$ cat config.mk
export PLATFORM = sky130hd
export DESIGN_NAME = dsp_brr_encoder
export DESIGN_NICKNAME = d
export VERILOG_FILES = /design/src/rtl/dsp_brr_encoder.sv
export SDC_FILE = /design/constraint.sdc
export NUM_CORES = 2
export LEC_CHECK = 0
export ABC_CLOCK_PERIOD_IN_PS = 18400
export CAP_MARGIN = 20
export CELL_PAD_IN_SITES_DETAIL_PLACEMENT = 0
export CELL_PAD_IN_SITES_GLOBAL_PLACEMENT = 2
export CORE_ASPECT_RATIO = 1.75
export CORE_MARGIN = 8
export CORE_UTILIZATION = 43
export DETAILED_ROUTE_END_ITERATION = 12
export DONT_BUFFER_PORTS = 1
export GPL_ROUTABILITY_DRIVEN = 0
export PLACE_DENSITY_LB_ADDON = 0.1
export RECOVER_POWER = 25
export SLEW_MARGIN = 15
export SYNTH_ARGS = -nofsm -noshare
export SYNTH_HDL_FRONTEND = slang
export SYNTH_SLANG_ARGS = --single-unit
$ cat constraint.sdc
create_clock -name clock -period 18.4 [get_ports clock]
set_input_delay 3.68 -clock clock [delete_from_list [all_inputs] [get_ports clock]]
set_output_delay 3.68 -clock clock [all_outputs]
set_load 0.01 [all_outputs]
$ cat src/rtl/dsp_brr_encoder.sv
// ---------------------------------------------------------------------------
// dsp_brr_encoder
//
// Compresses a stream of 16-bit signed PCM samples into 9-byte BRR blocks
// (one header byte followed by eight bytes of packed 4-bit residuals) and
// writes them to audio RAM through a request/grant byte port. Each block
// holds 16 samples.
//
// The shift (range) of each block is chosen open-loop from the raw input
// samples. Quantisation is closed-loop: every nibble is predicted from the
// same reconstructed history the voice decoder will have, so decoded audio
// matches the encoder's internal reconstruction bit for bit.
//
// Ports
//   clock, reset_n        system clock, asynchronous active-low reset
//   start, start_address  begin a stream at the given RAM address (IDLE only)
//   filter_select         predictor filter for the block (captured on sample 0)
//   last_block, loop_flag header flag bits (captured on sample 0)
//   sample_in/valid/ready PCM input handshake, ready only while filling
//   ram_address/write_data/write_request/write_grant
//                         byte write port; address and data stay stable
//                         while a request waits for its grant
//   busy                  high whenever the encoder is not idle
//   block_done            one-cycle pulse after a block's last byte is taken
//   state                 current FSM state
// ---------------------------------------------------------------------------
module dsp_brr_encoder #(
    parameter int MAX_RANGE = 12
) (
    input  logic        clock,
    input  logic        reset_n,
    input  logic        start,
    input  logic [15:0] start_address,
    input  logic [1:0]  filter_select,
    input  logic        last_block,
    input  logic        loop_flag,
    input  logic [15:0] sample_in,
    input  logic        sample_valid,
    output logic        sample_ready,
    output logic [15:0] ram_address,
    output logic [7:0]  ram_write_data,
    output logic        ram_write_request,
    input  logic        ram_write_grant,
    output logic        busy,
    output logic        block_done,
    output logic [2:0]  state
);

    typedef enum logic [2:0] {
        S_IDLE         = 3'd0,
        S_FILL         = 3'd1,
        S_ANALYZE      = 3'd2,
        S_ENCODE       = 3'd3,
        S_WRITE_HEADER = 3'd4,
        S_WRITE_DATA   = 3'd5
    } state_t;

    state_t             state_q, state_d;
    logic [15:0]        addr_q, addr_d;
    logic signed [15:0] s1_q, s1_d, s2_q, s2_d;
    logic signed [15:0] buf_q [16];
    logic signed [15:0] buf_d [16];
    logic [7:0]         data_q [8];
    logic [7:0]         data_d [8];
    logic [3:0]         idx_q, idx_d;
    logic [3:0]         range_q, range_d;
    logic [1:0]         filter_q, filter_d;
    logic               last_q, last_d;
    logic               loop_q, loop_d;
    logic [2:0]         byte_q, byte_d;
    logic               req_q, req_d;
    logic [7:0]         wdata_q, wdata_d;
    logic               done_q, done_d;

    // Signed division by 2^k truncating toward zero, matching the decoder's '/'.
    function automatic logic signed [31:0] div_pow2(input logic signed [31:0] x, input int k);
        logic signed [31:0] bias;
        bias = x[31] ? ((32'sd1 <<< k) - 32'sd1) : 32'sd0;
        return (x + bias) >>> k;
    endfunction

    function automatic logic signed [31:0] predict(input logic [1:0] f,
                                                   input logic signed [15:0] a,
                                                   input logic signed [15:0] b);
        logic signed [31:0] ax;
        logic signed [31:0] bx;
        ax = a;
        bx = b;
        case (f)
            2'd1:    return div_pow2(ax * 32'sd15, 4);
            2'd2:    return div_pow2(ax * 32'sd61, 5) + div_pow2(bx * (-32'sd15), 4);
            2'd3:    return div_pow2(ax * 32'sd115, 6) + div_pow2(bx * (-32'sd13), 4);
            default: return 32'sd0;
        endcase
    endfunction

    // Datapath for both passes over the buffer.
    logic signed [15:0] a_prev1, a_prev2;
    logic signed [31:0] a_cur, a_resid, a_shift;
    logic [3:0]         a_range;
    logic signed [31:0] e_pred, e_diff, e_shift;
    logic [3:0]         e_nib;
    logic signed [15:0] e_dec;

    always_comb begin
        // Open-loop analysis predicts from raw neighbours; the first two
        // samples of a block reach back into the reconstructed history.
        a_prev1 = (idx_q == 4'd0) ? s1_q : buf_q[idx_q - 4'd1];
        if (idx_q == 4'd0)
            a_prev2 = s2_q;
        else if (idx_q == 4'd1)
            a_prev2 = s1_q;
        else
            a_prev2 = buf_q[idx_q - 4'd2];
        a_cur   = buf_q[idx_q];
        a_resid = a_cur - predict(filter_q, a_prev1, a_prev2);
        a_shift = '0;
        a_range = 4'(MAX_RANGE);
        // Walking down leaves the smallest shift that still fits a nibble.
        for (int r = MAX_RANGE; r >= 0; r--) begin
            a_shift = a_resid >>> r;
            if (a_shift >= -32'sd8 && a_shift <= 32'sd7)
                a_range = 4'(r);
        end

        // Closed-loop quantisation against the decoder's own history.
        e_pred  = predict(filter_q, s1_q, s2_q);
        e_diff  = a_cur - e_pred;
        e_shift = e_diff >>> range_q;
        if (e_shift > 32'sd7)
            e_nib = 4'h7;
        else if (e_shift < -32'sd8)
            e_nib = 4'h8;
        else
            e_nib = e_shift[3:0];
        // Reconstruction wraps to 16 bits exactly like the decoder.
        e_dec = 16'(($signed({{28{e_nib[3]}}, e_nib}) <<< range_q) + e_pred);
    end

    // Next-state logic for the block pipeline and the RAM write sequencer.
    always_comb begin
        state_d  = state_q;
        addr_d   = addr_q;
        s1_d     = s1_q;
        s2_d     = s2_q;
        buf_d    = buf_q;
        data_d   = data_q;
        idx_d    = idx_q;
        range_d  = range_q;
        filter_d = filter_q;
        last_d   = last_q;
        loop_d   = loop_q;
        byte_d   = byte_q;
        req_d    = req_q;
        wdata_d  = wdata_q;
        done_d   = 1'b0;

        case (state_q)
            S_IDLE: begin
                if (start) begin
                    state_d = S_FILL;
                    addr_d  = start_address;
                    s1_d    = '0;
                    s2_d    = '0;
                    idx_d   = '0;
                end
            end
            S_FILL: begin
                if (sample_valid) begin
                    buf_d[idx_q] = sample_in;
                    if (idx_q == 4'd0) begin
                        filter_d = filter_select;
                        last_d   = last_block;
                        loop_d   = loop_flag;
                    end
                    idx_d = idx_q + 4'd1;
                    if (idx_q == 4'd15) begin
                        state_d = S_ANALYZE;
                        range_d = '0;
                    end
                end
            end
            S_ANALYZE: begin
                if (a_range > range_q)
                    range_d = a_range;
                idx_d = idx_q + 4'd1;
                if (idx_q == 4'd15)
                    state_d = S_ENCODE;
            end
            S_ENCODE: begin
                s2_d = s1_q;
                s1_d = e_dec;
                if (idx_q[0] == 1'b0)
                    data_d[idx_q[3:1]][7:4] = e_nib;
                else
                    data_d[idx_q[3:1]][3:0] = e_nib;
                idx_d = idx_q + 4'd1;
                if (idx_q == 4'd15) begin
                    state_d = S_WRITE_HEADER;
                    req_d   = 1'b1;
                    wdata_d = {range_q, filter_q, loop_q, last_q};
                end
            end
            S_WRITE_HEADER: begin
                if (req_q && ram_write_grant) begin
                    addr_d  = addr_q + 16'd1;
                    wdata_d = data_q[0];
                    byte_d  = '0;
                    state_d = S_WRITE_DATA;
                end
            end
            S_WRITE_DATA: begin
                if (req_q && ram_write_grant) begin
                    addr_d = addr_q + 16'd1;
                    if (byte_q == 3'd7) begin
                        req_d   = 1'b0;
                        done_d  = 1'b1;
                        idx_d   = '0;
                        state_d = last_q ? S_IDLE : S_FILL;
                    end else begin
                        byte_d  = byte_q + 3'd1;
                        wdata_d = data_q[byte_q + 3'd1];
                    end
                end
            end
            default: state_d = S_IDLE;
        endcase
    end

    // All state lives here; reset abandons any block and drops the request.
    always_ff @(posedge clock or negedge reset_n) begin
        if (!reset_n) begin
            state_q  <= S_IDLE;
            addr_q   <= '0;
            s1_q     <= '0;
            s2_q     <= '0;
            for (int i = 0; i < 16; i++) buf_q[i] <= '0;
            for (int i = 0; i < 8; i++) data_q[i] <= '0;
            idx_q    <= '0;
            range_q  <= '0;
            filter_q <= '0;
            last_q   <= 1'b0;
            loop_q   <= 1'b0;
            byte_q   <= '0;
            req_q    <= 1'b0;
            wdata_q  <= '0;
            done_q   <= 1'b0;
        end else begin
            state_q  <= state_d;
            addr_q   <= addr_d;
            s1_q     <= s1_d;
            s2_q     <= s2_d;
            buf_q    <= buf_d;
            data_q   <= data_d;
            idx_q    <= idx_d;
            range_q  <= range_d;
            filter_q <= filter_d;
            last_q   <= last_d;
            loop_q   <= loop_d;
            byte_q   <= byte_d;
            req_q    <= req_d;
            wdata_q  <= wdata_d;
            done_q   <= done_d;
        end
    end

    assign sample_ready      = (state_q == S_FILL);
    assign ram_address       = addr_q;
    assign ram_write_data    = wdata_q;
    assign ram_write_request = req_q;
    assign busy              = (state_q != S_IDLE);
    assign block_done        = done_q;
    assign state             = state_q;

endmodule

==> impl_metrics.csv <==
group,metric,value,unit
worst_setup_path,critPathKind,"flop to flop",
clock_tree,cts_max_path_buffers,3,
flow_run,drv_cap,0,
timing,fmax,57.8,MHz
cells_and_area,final_nets,6416,
worst_setup_path,slowest_delay,0.57,ns
worst_setup_path,reg2reg_depth,70,
drt,drtPass1Iterations,5,
worst_setup_path,r2r_slack,1.10,ns
timing,setup-violations-final,0,
worst_setup_path,endpoint,"s1_q[15]",
die,die_h,474,um
place,hpwlAfterDp,147000,um
worst_setup_path,crit_required,18.94,ns
clock_tree,cts_hold_buf,0,
die,chipWidth,278,um
run_status,outcome,"finished, violations left",
cells_and_area,layout-drive-gt1-share,0.147,
worst_setup_path,cp_slowest_cell,"a2111oi_1",
grt,antenna_found_initial,4,
grt,first_global_vias,44000,
synthesis,ys_seq_elements,396,
place,post_dp_cell_area,0.0541,mm^2
synthesis,syn_area_per_cell,9.24,um^2
cells_and_area,nFillCells,11700,
place,io_buffers,0,
timing,min_period,17.30,ns
synthesis,synth.largest_area_cell,"dfrtp_1",
timing,hold_viol_final,0,
drt,viasPerCell,5.93,
timing,timing.final.crit_share,0.940,
place,dpl.cell_count,7078,
worst_setup_path,worstPathMaxFanout,7,
drt,met3_length,6330,um
synthesis,ys_seq_area_frac,0.192,
timing,slew_violations,244,
die,die-area,0.132,mm^2
synthesis,ys_async_sr_fraction,1.00,
synthesis,yosys.cell_types.count,108,
die,io_pins,72,
synthesis,syn-num-nets,6399,
worst_setup_path,startpoint,"s1_q[1]",
hold_path,hold_class,"flop to flop",
worst_setup_path,cp-start-kind,"flop",
clock_tree,cts-htree-levels,2,
grt,grt_pass1_wl,272000,um
clock_tree,clkTransAtPathRegs,0.07,ns
synthesis,ys.flop_type,"dfrtp_1",
drt,wl_per_cell,25.4,um
synthesis,synth_area,0.0515,mm^2
drt,top_layer,"met5",
synthesis,synth_top_cells_by_area,"dfrtp_1 (19%), ha_1 (13%), fa_1 (8.8%)",
drt,drc,0,
timing,fin_skew,0.0361,ns
drt,first_iter_violations,2373,
synthesis,syn_inst,5577,
grt,grt_max_degree,397,
synthesis,synth_edf_count,0,
worst_setup_path,r2r-start,"s1_q[1]",
worst_setup_path,cp_top_family,"compound AO/OA/AOI/OAI gates",
timing,rsz0062_at_grt,"no",
timing,fin_tns_setup,0,ns
worst_setup_path,path_depth,70,
clock_tree,cts_inserted_buffers,41,
grt,grt_usage,0.269,
grt,overflow,0,
die,row_count,168,
cells_and_area,final_cells,7155,
timing,slew_headroom,-0.397,
drt,num_vias,42400,
clock_tree,insertion_delay,0.64,ns
clock_tree,cts_num_sinks,396,
drt,wl,182000,um
cells_and_area,design_area,0.0556,mm^2
worst_setup_path,cp.arrival,17.84,ns
clock_tree,root_buffer,"clkbuf_16",
timing,tightest_slew,2.10,ns
die,start_util,0.432,
synthesis,synth_top_area_frac,0.192,
cells_and_area,area_growth,7.88,%
drt,drtAntennaViolNets,0,
clock_tree,cts_tree,"built",
run_status,violations,"max-slew violations",
synthesis,yosys_warnings,0,
worst_setup_path,end_kind,"flop",
worst_setup_path,cp.buffers_inverters,9,
drt,routed-wl-met2,97600,um
drt,wl_met1,65700,um
worst_setup_path,worstReg2RegEnd,"s1_q[15]",
die,coreArea,0.119,mm^2
==> routing by layer <==
layer	vias up	GRT usage
met5	-	0
met4	2	0.152
met3	366	0.0277
met2	915	0.518
met1	21000	0.282
li1	20100	-
==> worst min path at each step <==
stage / startpoint / endpoint / slack (ns) / depth (start not counted)
4_1_cts: data_q[0] / data_q[0] / 0.48 / 2
5_1_grt: data_q[3] / data_q[3] / 0.50 / 2
6_report: data_q[46] / data_q[46] / 0.47 / 2
2_1_floorplan: data_q[0] / data_q[0] / 0.44 / 2
3_5_place_dp: data_q[46] / data_q[46] / 0.47 / 2
3_3_place_gp: data_q[46] / data_q[46] / 0.46 / 2
==> cells in the final DEF (no fill, tap or decap), drive strengths merged, types with 87 or more instances in the layout <==
master  instances
xnor2         281
nor3           87
a21oi         305
inv           651
nor2          306
fa            226
o21ai         300
mux2i         111
dfrtp         396
nand3         102
nand2         398
ha            555
mux4          195
mux2          286
xor2          128
buf           187
==> cells by family (layout without fill, tap and decap cells) <==
family | Yosys count | count (layout) | synth area share
multiplexers | 592 | 592 | 0.169
buffers and inverters | 860 | 906 | 0.0635
XOR/XNOR | 409 | 409 | 0.0696
flip-flops | 396 | 396 | 0.192
AND/OR/NAND/NOR | 1272 | 1272 | 0.119
adder cells (fa/ha/maj) | 781 | 781 | 0.222
AO/OA/AOI/OAI | 1267 | 1267 | 0.164
other | 0 | 2 | 0
==> worst reg2reg max path: cells and delay by family (launching register included) <==
kind            cells  cell delay (ns)
simple gates       16             4.01
fa+ha+maj           9             3.42
mux                 1             0.31
buf+inv             9             1.22
compound gates     33             7.23
xor+xnor            2             0.49
flops               1             0.53
==> layout make-up <==
type	count	area [um^2]	share of cell area
multi-input cells	4321	38500	0.692
flip-flops and latches	396	9920	0.178
inverters	646	2420	0.0436
well taps	1530	1910	0.0344
diodes	2	5.00	0.0000900
repair buffers	188	1470	0.0265
clock buffers	50	1090	0.0196
clock inverters	22	302	0.00542
==> state kept, by name, summed over array words and instances (netlist names), 3 cells and up <==
signal          cells
buf_q             256
data_q             64
ram_address        16
s1_q               16
s2_q               16
ram_write_data      8
idx_q               4
range_q             4
byte_q              3
state               3
==> per-stage QoR <==
stage	worst slack [ns]	hold slack, ns	util
floorplan	1.94	0.445	-
global placement	0.621	0.456	0.453
detailed placement	0.566	0.465	0.453
CTS	0.517	0.480	0.465
global route	0.00589	0.496	0.466
finish	1.10	0.475	0.466
==> cell usage after synthesis (all sizes together) (48+ instances only) <==
cell type,instances
a211oi,49
a21o,84
a21oi,305
a31oi,49
and3,54
buf,55
clkbuf,159
dfrtp,396
fa,226
ha,555
inv,645
mux2,286
mux2i,111
mux4,195
nand2,398
nand3,102
nor2,306
nor2b,48
nor3,87
o21ai,300
o21bai,54
xnor2,281
xor2,128
==> timing repair <==
item	CTS	global route
gates resized for setup	0	17
buffers inserted	0	2
endpoints found under the setup margin	0	6
Power is not shown: default switching activity piles up to over one toggle a cycle in this logic, so the estimate is an artifact.
